--- config.mk ---
export PLATFORM = sky130hd
export DESIGN_NAME = wb_buffer
export DESIGN_NICKNAME = d
export VERILOG_FILES = /design/src/rtl/wb_buffer_pkg.sv /design/src/rtl/wb_buffer_cam.sv /design/src/rtl/wb_buffer.sv
export SDC_FILE = /design/constraint.sdc
export NUM_CORES = 1
export LEC_CHECK = 0
export BUFFER_PORTS_ARGS = -buffer_cell sky130_fd_sc_hd__buf_2
export CORE_ASPECT_RATIO = 0.9
export CORE_MARGIN = 2
export CORE_UTILIZATION = 62
export DETAILED_ROUTE_END_ITERATION = 8
export PLACE_DENSITY_LB_ADDON = 0.3
export SLEW_MARGIN = 10
export SYNTH_ARGS = -nofsm -noshare
export SYNTH_HDL_FRONTEND = slang
export SYNTH_HIERARCHICAL = 1
export SYNTH_SLANG_ARGS = --single-unit
--- constraint.sdc ---
create_clock -name clock -period 20.6 [get_ports clock]
set_clock_uncertainty 0.15 [all_clocks]
set_input_delay 4.12 -clock clock [delete_from_list [all_inputs] [get_ports clock]]
set_output_delay 4.12 -clock clock [all_outputs]
set_load 0.005 [all_outputs]
--- src/rtl/wb_buffer_pkg.sv ---
// Shared definitions for the write-back buffer: cache geometry, the evicted
// line format, bus command encodings and the line-to-bus-address mapping.
package wb_buffer_pkg;

  localparam int NUM_WAYS     = 4;
  localparam int NUM_SET_BITS = $clog2(32 / NUM_WAYS);
  localparam int NUM_TAG_BITS = 13 - NUM_SET_BITS;
  localparam int KEY_BITS     = NUM_TAG_BITS + NUM_SET_BITS;

  typedef enum logic [1:0] {
    BUS_NONE  = 2'h0,
    BUS_LOAD  = 2'h1,
    BUS_STORE = 2'h2
  } bus_command_t;

  // One line as presented by the victim cache on eviction.
  typedef struct packed {
    logic [63:0]             data;
    logic [NUM_TAG_BITS-1:0] tag;
    logic                    valid;
    logic                    dirty;
  } cache_line_t;

  // Victim cache entry: a line plus the set it came from.
  typedef struct packed {
    cache_line_t             line;
    logic [NUM_SET_BITS-1:0] idx;
  } vic_cache_t;

  // Byte address of a line, given its {tag, idx} key (8-byte lines).
  function automatic logic [63:0] line_addr(input logic [KEY_BITS-1:0] key);
    return {48'b0, key, 3'b000};
  endfunction

endpackage

--- src/rtl/wb_buffer_cam.sv ---
// Content-addressable match: flags every valid entry whose stored tag equals
// the search key. Used for lookups and for coalescing evictions.
module wb_buffer_cam
  import wb_buffer_pkg::*;
#(
  parameter int LENGTH   = 4,
  parameter int TAG_SIZE = KEY_BITS
) (
  input  logic [LENGTH-1:0]               valid,
  input  logic [LENGTH-1:0][TAG_SIZE-1:0] tags,
  input  logic [TAG_SIZE-1:0]             key,
  output logic [LENGTH-1:0]               hits
);

  // Parallel compare of the key against every entry.
  always_comb begin
    for (int i = 0; i < LENGTH; i++) begin
      hits[i] = valid[i] && (tags[i] == key);
    end
  end

endmodule

--- src/rtl/wb_buffer.sv ---
// Write-back buffer: queues dirty evictions in a small circular FIFO, merges
// repeated writes to the same line, answers lookups from the youngest copy
// and issues the head entry as a bus store whenever the arbiter grants.
module wb_buffer
  import wb_buffer_pkg::*;
#(
  parameter int WR_PORTS = 1,
  parameter int WB_DEPTH = 4
) (
  input  logic                                 clock,
  input  logic                                 reset,
  input  logic        [WR_PORTS-1:0]           evict_valid,
  input  cache_line_t [WR_PORTS-1:0]           evict_line,
  input  logic [WR_PORTS-1:0][NUM_SET_BITS-1:0] evict_idx,
  output logic        [$clog2(WB_DEPTH):0]     wb_free,
  input  logic                                 rd_en,
  input  logic        [NUM_TAG_BITS-1:0]       rd_tag,
  input  logic        [NUM_SET_BITS-1:0]       rd_idx,
  output logic                                 rd_hit,
  output logic        [63:0]                   rd_data,
  input  logic                                 mem_grant,
  input  logic        [3:0]                    mem2proc_response,
  output logic        [1:0]                    proc2mem_command,
  output logic        [63:0]                   proc2mem_addr,
  output logic        [63:0]                   proc2mem_data,
  output logic                                 wb_req,
  input  logic                                 drain,
  output logic                                 drain_done
);

  localparam int PW = $clog2(WB_DEPTH);
  localparam int CW = PW + 1;

  localparam logic [0:0] ST_IDLE  = 1'b0;
  localparam logic [0:0] ST_ISSUE = 1'b1;

  // Entry storage and queue control.
  logic [WB_DEPTH-1:0][63:0]       ent_data, data_n;
  logic [WB_DEPTH-1:0][KEY_BITS-1:0] ent_key, key_n;
  logic [WB_DEPTH-1:0]             ent_valid, valid_n;
  logic [PW-1:0]                   head, head_n, tail, tail_n;
  logic [CW-1:0]                   count, count_n, push_cnt;
  logic [0:0]                      state, state_n;

  // Per-port enqueue bookkeeping.
  logic [WR_PORTS-1:0]                 enq;
  logic [WR_PORTS-1:0][KEY_BITS-1:0]   port_key;
  logic [WR_PORTS-1:0][WB_DEPTH-1:0]   co_hits;
  logic [WR_PORTS-1:0]                 port_new;
  logic [WR_PORTS-1:0][PW-1:0]         port_slot;
  logic [PW:0]                         pick;
  logic                                merged;
  logic [PW-1:0]                       slot;

  logic                issuing, pop;
  logic [WB_DEPTH-1:0] rd_hits;
  logic [PW:0]         rd_pick;

  // Youngest hit, scanning oldest-to-youngest from the head. Result is
  // {found, pointer}. The head may be excluded while its store is on the bus.
  function automatic logic [PW:0] pick_youngest(input logic [WB_DEPTH-1:0] hits,
                                                input logic [PW-1:0] start,
                                                input logic skip_head);
    logic [PW:0]   result;
    logic [PW-1:0] p;
    result = '0;
    for (int k = 0; k < WB_DEPTH; k++) begin
      p = start + PW'(k);
      if (hits[p] && !(skip_head && (k == 0))) result = {1'b1, p};
    end
    return result;
  endfunction

  assign issuing = (state == ST_ISSUE) && mem_grant;
  assign pop     = issuing && (mem2proc_response != 4'h0);

  // Only dirty, valid evictions are worth writing back.
  always_comb begin
    for (int p = 0; p < WR_PORTS; p++) begin
      enq[p]      = evict_valid[p] && evict_line[p].valid && evict_line[p].dirty;
      port_key[p] = {evict_line[p].tag, evict_idx[p]};
    end
  end

  wb_buffer_cam #(.LENGTH(WB_DEPTH), .TAG_SIZE(KEY_BITS)) u_rd_cam (
    .valid (ent_valid),
    .tags  (ent_key),
    .key   ({rd_tag, rd_idx}),
    .hits  (rd_hits)
  );

  for (genvar g = 0; g < WR_PORTS; g++) begin : g_co_cam
    wb_buffer_cam #(.LENGTH(WB_DEPTH), .TAG_SIZE(KEY_BITS)) u_co_cam (
      .valid (ent_valid),
      .tags  (ent_key),
      .key   (port_key[g]),
      .hits  (co_hits[g])
    );
  end

  // Next queue contents: pop the head, then apply evictions in port order,
  // merging into a resident (or same-cycle) copy of the line when possible.
  always_comb begin
    // NOTE: every variable gets a default before any conditional update, so
    // no path leaves a value unassigned and no latch is inferred.
    data_n    = ent_data;
    key_n     = ent_key;
    valid_n   = ent_valid;
    head_n    = head;
    tail_n    = tail;
    push_cnt  = '0;
    port_new  = '0;
    port_slot = '0;
    pick      = '0;
    merged    = 1'b0;
    slot      = '0;
    if (pop) begin
      valid_n[head] = 1'b0;
      head_n        = head + PW'(1);
    end
    for (int p = 0; p < WR_PORTS; p++) begin
      if (enq[p]) begin
        pick   = pick_youngest(co_hits[p], head, issuing);
        merged = pick[PW];
        slot   = pick[PW-1:0];
        for (int j = 0; j < p; j++) begin
          if (port_new[j] && (port_key[j] == port_key[p])) begin
            merged = 1'b1;
            slot   = port_slot[j];
          end
        end
        if (merged) begin
          data_n[slot] = evict_line[p].data;
        end else begin
          data_n[tail_n]  = evict_line[p].data;
          key_n[tail_n]   = port_key[p];
          valid_n[tail_n] = 1'b1;
          port_new[p]     = 1'b1;
          port_slot[p]    = tail_n;
          tail_n          = tail_n + PW'(1);
          push_cnt        = push_cnt + CW'(1);
        end
      end
    end
    count_n = count - CW'(pop) + push_cnt;
  end

  // FSM: leave IDLE on the same edge that makes the queue non-empty, so the
  // first store can go out the cycle after the enqueue.
  always_comb begin
    state_n = state;
    case (state)
      ST_IDLE:  if (count_n != '0) state_n = ST_ISSUE;
      ST_ISSUE: if (pop && (count_n == '0)) state_n = ST_IDLE;
      default:  state_n = ST_IDLE;
    endcase
  end

  // Control state and the registered free-slot count.
  always_ff @(posedge clock) begin
    // NOTE: sequential state uses non-blocking assignments so every register
    // samples the pre-edge values regardless of block ordering.
    if (reset) begin
      ent_valid <= '0;
      head      <= '0;
      tail      <= '0;
      count     <= '0;
      state     <= ST_IDLE;
      wb_free   <= CW'(WB_DEPTH);
    end else begin
      ent_valid <= valid_n;
      head      <= head_n;
      tail      <= tail_n;
      count     <= count_n;
      state     <= state_n;
      wb_free   <= CW'(WB_DEPTH) - count_n;
    end
  end

  // Entry payload.
  // NOTE: payload is deliberately not reset; valid bits gate every read, so
  // stale contents are never observable.
  always_ff @(posedge clock) begin
    ent_data <= data_n;
    ent_key  <= key_n;
  end

  // Lookup returns the youngest resident copy of the line.
  always_comb begin
    rd_pick = pick_youngest(rd_hits, head, 1'b0);
    rd_hit  = rd_en && rd_pick[PW];
    rd_data = rd_hit ? ent_data[rd_pick[PW-1:0]] : 64'h0;
  end

  // Bus outputs: the head goes out only while the arbiter grants.
  always_comb begin
    wb_req           = (state == ST_ISSUE);
    proc2mem_command = issuing ? BUS_STORE : BUS_NONE;
    proc2mem_addr    = issuing ? line_addr(ent_key[head]) : 64'h0;
    proc2mem_data    = issuing ? ent_data[head] : 64'h0;
    drain_done       = drain && (count == '0) && (state == ST_IDLE);
  end

endmodule

==> results of run 1 <==
logic make-up after synthesis:
logic type | Yosys count
AOI/OAI and AO/OA | 233
buffers and inverters | 195
xor gates and xnor gates | 108
adders and majority gates | 13
and+or+nand+nor | 419
muxes | 88
other | 1
DFF | 322
cells in the mapped netlist (all sizes together) (5+ instances only):
| cell type | number | area [µm²] |
|---|---|---|
| a21oi | 70 | 561 |
| a221oi | 64 | 911 |
| a22oi | 70 | 526 |
| and2 | 146 | 913 |
| buf | 132 | 1070 |
| clkbuf | 52 | 473 |
| dfxtp | 14 | 280 |
| edfxtp | 308 | 9250 |
| ha | 12 | 150 |
| inv | 10 | 37.5 |
| mux2i | 6 | 60.1 |
| mux4 | 80 | 1800 |
| nand2 | 14 | 52.6 |
| nand4 | 24 | 150 |
| nor2 | 21 | 78.8 |
| nor2b | 194 | 1210 |
| nor4 | 10 | 113 |
| o21ai | 5 | 25.0 |
| xnor2 | 107 | 952 |
worst min-delay path, delay by kind of cell, from the launching register on:
family	cells	cell delay [ns]
AND/OR/NAND/NOR	1	0.08
flip-flops	1	0.37
AO/OA/AOI/OAI	1	0.08
per-stage QoR:
step           hold slack [ns]  area, µm²
5_1_grt                  0.436      20700
3_5_place_dp             0.399      19600
3_3_place_gp             0.387      19600
2_1_floorplan            0.336      19200
6_report                 0.418      20700
4_1_cts                  0.416      20700
path summary, 6_finish.rpt:
kind | depth (start not counted) | to | from | slack (ns)
worst min register to register | 2 | ent_valid[0] | ent_valid[0] | 0.42
worst max register to register | 8 | ent_data[171] | head[0] | 14.69
worst min-delay path | 2 | ent_valid[0] | ent_valid[0] | 0.42
worst max-delay path | 12 | rd_data[63] | rd_tag[6] | 7.75
report_power, final:
group / internal [mW] / total, mW / switching, mW
clock network: 0.347 / 0.597 / 0.251
registers: 0.745 / 0.776 / 0.0307
logic: 0.153 / 0.321 / 0.168
total: 1.24 / 1.69 / 0.450
flip-flops by register name (all words and copies together), names as in the netlist:
signal	flops
ent_data	256
wb_free	3
head	2
ent_key	52
count	2
ent_valid	4
tail	2
wb_req	1
cell type report:
| class | instances | area (µm²) | share of cell area |
|---|---|---|---|
| antenna | 4 | 10.0 | 0.000483 |
| clock buffer | 49 | 1020 | 0.0494 |
| clock inverter | 14 | 60.1 | 0.00290 |
| inverter | 10 | 37.5 | 0.00181 |
| multi-input combinational | 913 | 8170 | 0.394 |
| sequential | 322 | 9540 | 0.460 |
| tap | 403 | 504 | 0.0243 |
| timing repair buffer | 269 | 1400 | 0.0673 |
per-layer routing:
metal  vias to the layer above  part of all wire
met2                       637              0.48
met5                         -                 0
met3                        77             0.092
met1                      6128              0.40
met4                         0             0.021
li1                       5392                 -
==> flow_summary.rst, run 1 <==
.. list-table::
   :header-rows: 1

   * - Metric
     - Value
   * - Run status
     - finished clean
   * - Synthesis-stage register bit count
     - 322
   * - Required time of the worst setup path
     - 16.33 ns
   * - Final Routed Wirelength
     - 45700 µm
   * - Power after layout
     - 1.69 mW
   * - Worst setup slack after layout
     - 7.75 ns
   * - Largest fanout on the critical path
     - 73
   * - Final slew viol count
     - 0
   * - Via count of the first global-routing pass
     - 12500
   * - Number of antenna violations at the first check in global routing
     - 4
   * - Startpoint type of the worst setup path
     - input pin
   * - Die Y-Extent
     - 170 µm
   * - Part of the Yosys area used for sequential elements
     - 0.502
   * - Number of vias in the routed layout
     - 12200
   * - Number of cells produced by synthesis
     - 1379
   * - Post-layout instance count excluding filler cells
     - 1984
   * - Number of cells in the design after placement
     - 1917
   * - Maximum VDD drop
     - 77.4 µV
   * - Static Leak
     - 7.70 nW
   * - Die area
     - 0.0321 mm²
   * - Number of enable flip-flop cells after synthesis
     - 308
   * - TNS Setup
     - 0 ns
   * - Relative slew slack
     - 0.271
   * - Period utilization
     - 0.624
   * - Worst path slowest cell
     - sky130_fd_sc_hd__buf_4
   * - Pwr dens
     - 81.7 mW/mm²
   * - Most common flop cell mapped by yosys
     - sky130_fd_sc_hd__edfxtp_1
   * - Setup Buffers After CTS
     - 0
   * - Adder-cell share of the synthesized area
     - 0.00896
   * - GR Overflow Total
     - 0
   * - Number of synthesis warnings
     - 6
   * - Detailed-placement wirelength estimate
     - 27400 µm
   * - Die boundary width
     - 189 µm
   * - Max Root-Sink Buffers
     - 3
   * - Detailed Routing Iterations Pass 1
     - 7
   * - Fillers
     - 2132
   * - Wire length of the first global-routing pass
     - 70000 µm
   * - Maximum number of pins on one net before global-route repair
     - 74
   * - Layout cell share with drive strength beyond 1
     - 0.342
   * - Number of H-tree levels
     - 2
   * - Synth Area in XOR/XNOR
     - 0.0506
   * - Family with the most delay on the worst path
     - buffers and inverters
   * - Mean area per synthesized cell
     - 13.8 µm²
   * - Area fraction in and, or, nand and nor cells after synthesis
     - 0.136
   * - CTS root buf
     - sky130_fd_sc_hd__clkbuf_16
   * - Number of port buffers
     - 249
   * - Clock period minus final worst setup slack
     - 12.85 ns
   * - Total DRC errors in the routed layout
     - 0
   * - Initial Util
     - 0.633
   * - Post-synthesis async set-or-reset flop share
     - 0
   * - Dominant combinational cell family by area after synthesis
     - simple AND/OR/NAND/NOR gates
   * - Clock transition at the registers of the reported paths
     - 0.06 ns
   * - Final setup violating endpoints
     - 0
   * - Kind of critical path
     - in2out
   * - Routability Congestion
     - 0.898
   * - Max frequency
     - 0.0778 GHz
   * - Quantity of hold-fixing buffers added after cts
     - 0
   * - Final routed wire length divided by cell count
     - 23.0 µm
   * - Pin slew with the least headroom to its limit
     - 1.09 ns
   * - Element type at the critical path end
     - primary output
   * - Met1 track demand over resource
     - 0.385
   * - Post-place setup slack
     - 7.86 ns
   * - Portion of netlist area occupied by mux cells
     - 0.0992
   * - Clock tree from TritonCTS
     - yes
   * - Clk_lat worst skew
     - 0.51 ns
   * - Share of the synthesized area in compound gates (AO/OA/AOI/OAI)
     - 0.119
   * - Initial DRC Count
     - 1139
   * - Clock buffer count from CTS
     - 36
   * - Delay of the slowest critical-path stage
     - 0.82 ns
   * - Post-synthesis cell type count
     - 59
   * - Resized Gates After CTS
     - 0
   * - NumNets Final
     - 1667
   * - Critical path, cell by cell
     - buf_2 > xnor2_1 > nand4_1 > nor4_2 > a21oi_1 > a21boi_0 > o221a_4 > buf_4 > buf_4 > a22oi_1 > a21oi_1 > buf_2
   * - Routing usage on met3
     - 0.0619
   * - Area growth syn-to-layout
     - 9.15%
   * - Global-route met2 utilization
     - 0.464
   * - Setup repair after global routing missed its margin
     - no
   * - Number of antenna-violating nets in the routed design
     - 0
   * - Min-delay worst type
     - reg2reg
   * - Clock sinks
     - 322
   * - Most common library cell in the layout ignoring fill and taps
     - sky130_fd_sc_hd__edfxtp_1
   * - Final number of hold-violating endpoints
     - 0
   * - Post-layout util
     - 0.691
   * - Number of buffers and inverters on the critical path
     - 4
   * - Commonest cells after routing, fill and taps aside
     - sky130_fd_sc_hd__edfxtp_1, sky130_fd_sc_hd__buf_2, sky130_fd_sc_hd__nor2b_1
   * - Combined global-route utilization of all metal layers
     - 0.283
   * - Rows
     - 60
   * - Boundary Pins
     - 302
   * - Global-route layer with the greatest usage
     - met2
   * - Number of vias per cell
     - 6.17
   * - Placeable core area
     - 0.0300 mm²
   * - Arr. time, crit path
     - 8.58 ns
   * - Max-capacitance violation count
     - 0
   * - Post-synthesis instance area
     - 0.0190 mm²
No activity file was read; power rests on OpenSTA's default activity.
==> run 2, diff against run 1 <==
--- a/config.mk
+++ b/config.mk
@@ -8,7 +8,7 @@
 export BUFFER_PORTS_ARGS = -buffer_cell sky130_fd_sc_hd__buf_2
 export CORE_ASPECT_RATIO = 0.9
 export CORE_MARGIN = 2
-export CORE_UTILIZATION = 62
+export CORE_UTILIZATION = 52
 export DETAILED_ROUTE_END_ITERATION = 8
 export PLACE_DENSITY_LB_ADDON = 0.3
 export SLEW_MARGIN = 10
==> constraint.sdc (replaced) <==
create_clock -name clock -period 11.02 [get_ports clock]
set_clock_uncertainty 0.15 [all_clocks]
set_input_delay 2.204 -clock clock [delete_from_list [all_inputs] [get_ports clock]]
set_output_delay 2.204 -clock clock [all_outputs]
set_load 0.005 [all_outputs]
==> flow_summary.rst, run 2 (synthesis results as in run 1) <==
.. list-table::
   :header-rows: 1

   * - Metric
     - Value
   * - Placeable core area
     - 0.0361 mm² (+20%)
   * - Relative slew slack
     - 0.259 (-0.0119)
   * - Pin slew with the least headroom to its limit
     - 1.11 ns (+0.0179 ns)
   * - Static Leak
     - 7.69 nW (about the same)
   * - Max Root-Sink Buffers
     - 3 (unchanged)
   * - Die boundary width
     - 205 µm (+9.0%)
   * - Initial DRC Count
     - 1030 (-9.6%)
   * - Source of the critical timing path
     - rd_tag[3]
   * - Kind of critical path
     - in2out
   * - Period utilization
     - 0.783
   * - Delay of the slowest critical-path stage
     - 0.84 ns (+0.02 ns)
   * - Maximum number of pins on one net before global-route repair
     - 129 (+74%)
   * - Max frequency
     - 0.116 GHz
   * - Required time of the worst setup path
     - 8.67 ns (-7.66 ns)
   * - Number of antenna violations at the first check in global routing
     - 4 (unchanged)
   * - Cell internal pwr
     - 2.33 mW (+87%)
   * - Final slew viol count
     - 0 (unchanged)
   * - Number of flip-flops under the largest register name
     - 256 (unchanged)
   * - Power after layout
     - 3.18 mW (+88%)
   * - Commonest cells after routing, fill and taps aside
     - sky130_fd_sc_hd__edfxtp_1, sky130_fd_sc_hd__buf_2, sky130_fd_sc_hd__nor2b_1
   * - Area growth syn-to-layout
     - 9.69%
   * - Most common library cell in the layout ignoring fill and taps
     - sky130_fd_sc_hd__edfxtp_1
   * - Number of vias per cell
     - 5.86 (-4.9%)
   * - Clock tree from TritonCTS
     - yes
   * - Layout cell share with drive strength beyond 1
     - 0.342 (about the same)
   * - Detailed-placement wirelength estimate
     - 28100 µm (+2.7%)
   * - Boundary Pins
     - 302 (unchanged)
   * - Via count of the first global-routing pass
     - 12200 (-2.5%)
   * - Clk_lat worst skew
     - 0.53 ns (+0.02 ns)
   * - Registers with the most flip-flops
     - ent_data x256, ent_key x52, ent_valid x4
   * - Run status
     - finished clean
   * - Switch share
     - 0.268 (+0.00269)
   * - Quantity of hold-fixing buffers added after cts
     - 0 (unchanged)
   * - Wire length of the first global-routing pass
     - 72200 µm (+3.2%)
   * - Pwr dens
     - 153 mW/mm² (+87%)
   * - Worst Min Path Start
     - tail[1]
   * - Routability Congestion
     - 0.908 (+1.1%)
   * - Max-capacitance violation count
     - 0 (unchanged)
   * - Arr. time, crit path
     - 6.27 ns (-2.31 ns)
   * - Number of antenna-violating nets in the routed design
     - 0 (unchanged)
   * - Min-delay worst type
     - reg2reg
   * - Reg-to-reg critical path startpoint
     - ent_key[9]
   * - Largest register by flop count
     - ent_data
   * - Final routed wire length divided by cell count
     - 23.2 µm (+0.82%)
   * - Resized Gates After CTS
     - 0 (unchanged)
   * - Combined global-route utilization of all metal layers
     - 0.251 (-0.0321)
   * - Setup repair after global routing missed its margin
     - no
   * - Rows
     - 66 (+10%)
   * - Combinational share of power
     - 0.193 (+0.003)
   * - Clock buffer count from CTS
     - 36 (unchanged)
   * - Clock sinks
     - 322 (unchanged)
   * - Startpoint type of the worst setup path
     - input pin
   * - Net load switching power
     - 0.853 mW (+90%)
   * - Clock network fraction of design power
     - 0.353 (about the same)
   * - Final Routed Wirelength
     - 47700 µm (+4.3%)
   * - Initial Util
     - 0.526 (-0.106)
   * - Number of H-tree levels
     - 2 (unchanged)
   * - TNS Setup
     - 0 ns (unchanged)
   * - Setup Buffers After CTS
     - 0 (unchanged)
   * - Worst path slowest cell
     - sky130_fd_sc_hd__nor4_2
   * - Cell seen most often among critical-path stages
     - sky130_fd_sc_hd__buf_2
   * - GR Overflow Total
     - 0 (unchanged)
   * - Fillers
     - 2898 (+36%)
   * - CTS root buf
     - sky130_fd_sc_hd__clkbuf_16
   * - Number of port buffers
     - 249 (unchanged)
   * - Element type at the critical path end
     - primary output
   * - Number of vias in the routed layout
     - 12000 (-1.7%)
   * - Maximum VDD drop
     - 133 µV (+72%)
   * - Critical path, cell by cell
     - buf_2 > xnor2_1 > nand4_1 > nor4_2 > or2b_2 > a21boi_0 > o221a_4 > buf_12 > a22oi_1 > a21oi_1 > buf_2
   * - NumNets Final
     - 1663 (-0.24%)
   * - Detailed Routing Iterations Pass 1
     - 5 (-2)
   * - Total DRC errors in the routed layout
     - 0 (unchanged)
   * - Largest fanout on the critical path
     - 74 (+1.4%)
   * - Clock transition at the registers of the reported paths
     - 0.05 ns (about the same)
   * - Worst hold-check slack
     - 0.407 ns (-0.0118 ns)
   * - Die area
     - 0.0381 mm² (+19%)
   * - Seq pwr share
     - 0.453 (-0.005)
   * - Final setup violating endpoints
     - 0 (unchanged)
   * - Clock period minus final worst setup slack
     - 8.62 ns
   * - Final number of hold-violating endpoints
     - 0 (unchanged)
   * - Die Y-Extent
     - 185 µm (+9.0%)
run 2: cell count changes in the layout (fill, tap and decap cells not counted):
| cell | change |
|---|---|
| sky130_fd_sc_hd__clkbuf_16 | -1 |
| sky130_fd_sc_hd__buf_4 | -6 |
| sky130_fd_sc_hd__nor2_2 | +1 |
| sky130_fd_sc_hd__clkbuf_8 | -1 |
| sky130_fd_sc_hd__bufinv_16 | +1 |
| sky130_fd_sc_hd__clkinvlp_4 | +1 |
| sky130_fd_sc_hd__clkinv_4 | +1 |
| sky130_fd_sc_hd__nor2_1 | -1 |
| sky130_fd_sc_hd__clkinv_8 | +1 |
| sky130_fd_sc_hd__diode_2 | -1 |
| sky130_fd_sc_hd__buf_12 | +2 |
| sky130_fd_sc_hd__clkinv_1 | +4 |
| sky130_fd_sc_hd__clkbuf_1 | -6 |
run 2: worst paths after layout:
path | endpoint | cells after the start | slack (ns)
worst max-delay path | rd_data[0] | 11 | 2.40
worst min register to register | tail[1] | 2 | 0.41
worst min-delay path | tail[1] | 2 | 0.41
worst max register to register | ent_data[121] | 10 | 5.33
run 2: critical path: cells and delay by family:
kind	cells	cell delay (ns)
compound gates	4	1.64
xor+xnor	1	0.19
buf+inv	3	0.79
simple gates	3	1.42
run 2: layer usage:
layer  GRT usage  routed length, µm  vias up
li1            -                  -     5387
met5           0                 27        -
met4      0.0705                943        4
met1       0.346              20000     6092
met3      0.0489               3470       73
met2       0.406              23200      475
run 2: power groups by stage:
stage / Sequential (mW) / Clock, mW / Combinational, mW
CTS: 1.44 / 1.14 / 0.622
global placement: 1.47 / 0 / 0.612
global route: 1.45 / 1.19 / 0.675
detailed placement: 1.47 / 0 / 0.619
floorplan: 1.44 / 0 / 0.463
finish: 1.44 / 1.12 / 0.615
run 2: final cells by class:
cell class / count / area (µm²) / share of cell area
Multi-Input combinational cell: 913 / 8170 / 0.392
Inverter: 10 / 37.5 / 0.00180
Sequential cell: 322 / 9540 / 0.458
Timing Repair Buffer: 265 / 1390 / 0.0668
Clock buffer: 41 / 962 / 0.0462
Antenna cell: 3 / 7.51 / 0.000360
Clock inverter: 22 / 138 / 0.00660
Tap cell: 476 / 596 / 0.0286
run 2: stage by stage:
stage | util | instance area [µm²] | std cells | worst slack (ns)
global placement | 0.547 | 19700 | 1986 | 2.66
floorplan | - | 19200 | 1430 | 3.37
detailed placement | 0.547 | 19700 | 1986 | 2.50
global route | 0.577 | 20800 | 2050 | 2.21
CTS | 0.577 | 20800 | 2049 | 2.48
finish | 0.577 | 20800 | 2052 | 2.40
==> run 3, diff against run 2 <==
--- a/config.mk
+++ b/config.mk
@@ -8,7 +8,7 @@
 export BUFFER_PORTS_ARGS = -buffer_cell sky130_fd_sc_hd__buf_2
 export CORE_ASPECT_RATIO = 0.9
 export CORE_MARGIN = 2
-export CORE_UTILIZATION = 52
+export CORE_UTILIZATION = 58
 export DETAILED_ROUTE_END_ITERATION = 8
 export PLACE_DENSITY_LB_ADDON = 0.3
 export SLEW_MARGIN = 10
==> constraint.sdc (replaced) <==
create_clock -name clock -period 8.92 [get_ports clock]
set_clock_uncertainty 0.15 [all_clocks]
set_input_delay 1.784 -clock clock [delete_from_list [all_inputs] [get_ports clock]]
set_output_delay 1.784 -clock clock [all_outputs]
set_load 0.005 [all_outputs]
==> flow_summary.rst, run 3 (synthesis results as in run 1) <==
.. list-table::
   :header-rows: 1

   * - Metric
     - Value
   * - Final setup violating endpoints
     - 0 (unchanged)
   * - Run status
     - finished clean
   * - Met3 layer wire length in the routed design
     - 3930 µm (+13%)
   * - Worst setup slack after layout
     - 1.50 ns (-0.895 ns)
   * - Relative slew slack
     - 0.221 (-0.0383)
   * - Clock period minus final worst setup slack
     - 7.42 ns
   * - Clock transition at the registers of the reported paths
     - 0.06 ns (about the same)
   * - Setup Buffers After CTS
     - 0 (unchanged)
   * - Boundary Pins
     - 302 (unchanged)
   * - Area growth syn-to-layout
     - 9.62% (about the same)
   * - Post-place setup slack
     - 1.52 ns (-0.977 ns)
   * - Top routing layer in use
     - met5
   * - Placeable core area
     - 0.0321 mm² (-11%)
   * - Kind of critical path
     - in2out
   * - Initial Util
     - 0.592 (+0.0651)
   * - Die boundary width
     - 195 µm (-5.2%)
   * - Layout cell share with drive strength beyond 1
     - 0.341 (-0.00110)
   * - GR Overflow Total
     - 0 (unchanged)
   * - Switch share
     - 0.268 (about the same)
   * - Clock tree from TritonCTS
     - yes
   * - Total DRC errors in the routed layout
     - 0 (unchanged)
   * - Via count of the first global-routing pass
     - 12300 (+1.2%)
   * - Detailed-placement wirelength estimate
     - 29100 µm (+3.4%)
   * - Pwr dens
     - 186 mW/mm² (+22%)
   * - Element type at the critical path end
     - primary output
   * - Min-delay worst type
     - reg2reg
   * - Resized Gates After CTS
     - 0 (unchanged)
   * - Clock buffer count from CTS
     - 35 (-2.8%)
   * - Met2 wirelength from detailed routing
     - 22100 µm (-4.7%)
   * - Routability Congestion
     - 0.869 (-4.3%)
   * - Number of vias in the routed layout
     - 12100 (+0.16%)
   * - Final routed wire length divided by cell count
     - 23.3 µm (+0.24%)
   * - Clock sinks
     - 322 (unchanged)
   * - Number of antenna violations at the first check in global routing
     - 8 (+4)
   * - Fillers
     - 2436 (-16%)
   * - Clock network fraction of design power
     - 0.343 (-0.010)
   * - Number of flip-flops under the largest register name
     - 256 (unchanged)
   * - Final slew viol count
     - 0 (unchanged)
   * - Pin slew with the least headroom to its limit
     - 1.16 ns (+0.0536 ns)
   * - Max-capacitance violation count
     - 0 (unchanged)
   * - Clk_lat worst skew
     - 0.52 ns (about the same)
   * - Required time of the worst setup path
     - 6.99 ns (-1.68 ns)
   * - Max Root-Sink Buffers
     - 3 (unchanged)
   * - Net load switching power
     - 1.04 mW (+22%)
   * - Post-route met1 wirelength
     - 19600 µm (-2.3%)
   * - Maximum VDD drop
     - 160 µV (+20%)
   * - Detailed Routing Iterations Pass 1
     - 5 (unchanged)
   * - CTS root buf
     - sky130_fd_sc_hd__clkbuf_16
   * - Static Leak
     - 7.71 nW (+0.24%)
   * - Largest register by flop count
     - ent_data
   * - TNS Setup
     - 0 ns (unchanged)
   * - Initial DRC Count
     - 1121 (+8.8%)
   * - Maximum number of pins on one net before global-route repair
     - 66 (-49%)
   * - Max frequency
     - 0.135 GHz
   * - Cell seen most often among critical-path stages
     - sky130_fd_sc_hd__buf_2
   * - Worst path slowest cell
     - sky130_fd_sc_hd__a211oi_4
   * - Delay of the slowest critical-path stage
     - 0.96 ns (+0.12 ns)
   * - Number of port buffers
     - 249 (unchanged)
   * - Total placed instance area
     - 0.0198 mm² (+0.23%)
   * - Final Routed Wirelength
     - 46600 µm (-2.2%)
   * - Combinational share of power
     - 0.202 (+0.009)
   * - Rows
     - 62 (-6.1%)
   * - Period utilization
     - 0.832
   * - Startpoint type of the worst setup path
     - input pin
   * - Number of H-tree levels
     - 2 (unchanged)
   * - Number of vias per cell
     - 6.02 (+2.6%)
   * - Die area
     - 0.0342 mm² (-10%)
   * - Seq pwr share
     - 0.455 (+0.002)
   * - Setup repair after global routing missed its margin
     - no
   * - Final number of hold-violating endpoints
     - 0 (unchanged)
   * - Critical path, cell by cell
     - buf_2 > xnor2_1 > nand4_1 > nor4_2 > and2b_2 > nor2_1 > a211oi_4 > buf_4 > a221oi_1 > a21oi_1 > buf_2
   * - Registers with the most flip-flops
     - ent_data x256, ent_key x52, ent_valid x4
   * - NumNets Final
     - 1670 (+0.42%)
   * - Wire length of the first global-routing pass
     - 72000 µm (-0.30%)
   * - Post-route cell area
     - 0.0208 mm² (about the same)
   * - Largest fanout on the critical path
     - 25 (-66%)
   * - Most common library cell in the layout ignoring fill and taps
     - sky130_fd_sc_hd__edfxtp_1
   * - Commonest cells after routing, fill and taps aside
     - sky130_fd_sc_hd__edfxtp_1, sky130_fd_sc_hd__buf_2, sky130_fd_sc_hd__nor2b_1
   * - Combined global-route utilization of all metal layers
     - 0.274 (+0.0232)
   * - Quantity of hold-fixing buffers added after cts
     - 0 (unchanged)
   * - Arr. time, crit path
     - 5.49 ns (-0.78 ns)
   * - Cell internal pwr
     - 2.83 mW (+22%)
   * - Die Y-Extent
     - 176 µm (-5.2%)
   * - Number of antenna-violating nets in the routed design
     - 0 (unchanged)
-- run 3: cell types whose count changed in the layout (fill, tap and decap cells not counted) --
cell	delta
sky130_fd_sc_hd__clkinv_4	-1
sky130_fd_sc_hd__buf_4	+3
sky130_fd_sc_hd__nor2_1	+1
sky130_fd_sc_hd__clkbuf_1	+8
sky130_fd_sc_hd__diode_2	+3
sky130_fd_sc_hd__buf_12	+5
sky130_fd_sc_hd__clkbuf_16	-1
sky130_fd_sc_hd__clkinv_1	-2
sky130_fd_sc_hd__clkinv_8	-1
sky130_fd_sc_hd__clkinv_2	-2
sky130_fd_sc_hd__nor2_2	-1
sky130_fd_sc_hd__bufinv_16	-1
-- run 3: per-layer routing --
metal | up-vias | track usage
li1 | 5411 | -
met1 | 6062 | 0.378
met2 | 492 | 0.444
met3 | 79 | 0.0597
met4 | 6 | 0.0735
met5 | - | 0
-- run 3: worst paths after layout --
check | start | to | slack, ns | depth (start not counted)
worst max register to register | head[0] | ent_data[31] | 3.13 | 9
worst max-delay path | rd_tag[2] | rd_data[63] | 1.50 | 11
worst min-delay path | ent_valid[0] | ent_valid[0] | 0.42 | 2
worst min register to register | ent_valid[0] | ent_valid[0] | 0.42 | 2
-- run 3: power groups by stage --
stage                     combinational, mW  sequential (mW)  clock (mW)
final                                 0.784             1.76        1.33
after global routing                  0.854             1.77        1.40
after CTS                             0.787             1.76        1.34
after detailed placement              0.783             1.79           0
after global placement                0.770             1.79           0
after floorplan                       0.572             1.77           0
-- run 3: cell type report --
type	count	area, µm²	share of cell area
Clock inverter	15	65.1	0.00312
Multi-Input combinational cell	913	8170	0.392
Timing Repair Buffer	273	1510	0.0727
Sequential cell	322	9540	0.458
Antenna cell	6	15.0	0.000721
Inverter	10	37.5	0.00180
Tap cell	416	520	0.0250
Clock buffer	48	967	0.0464
-- run 3: metrics by stage --
step	instances	power (mW)	hold slack (ns)	util
floorplan	1430	2.35	0.336	-
global placement	1934	2.56	0.385	0.616
detailed placement	1934	2.57	0.399	0.616
CTS	1997	3.88	0.417	0.648
global route	2000	4.02	0.479	0.648
finish	2003	3.87	0.421	0.648
-- run 3: worst max-delay path: cells and delay by family --
| family | cells | cell delay (ns) |
|---|---|---|
| buffers and inverters | 3 | 0.81 |
| AO/OA/AOI/OAI | 3 | 1.37 |
| XOR/XNOR | 1 | 0.22 |
| AND/OR/NAND/NOR | 4 | 1.28 |
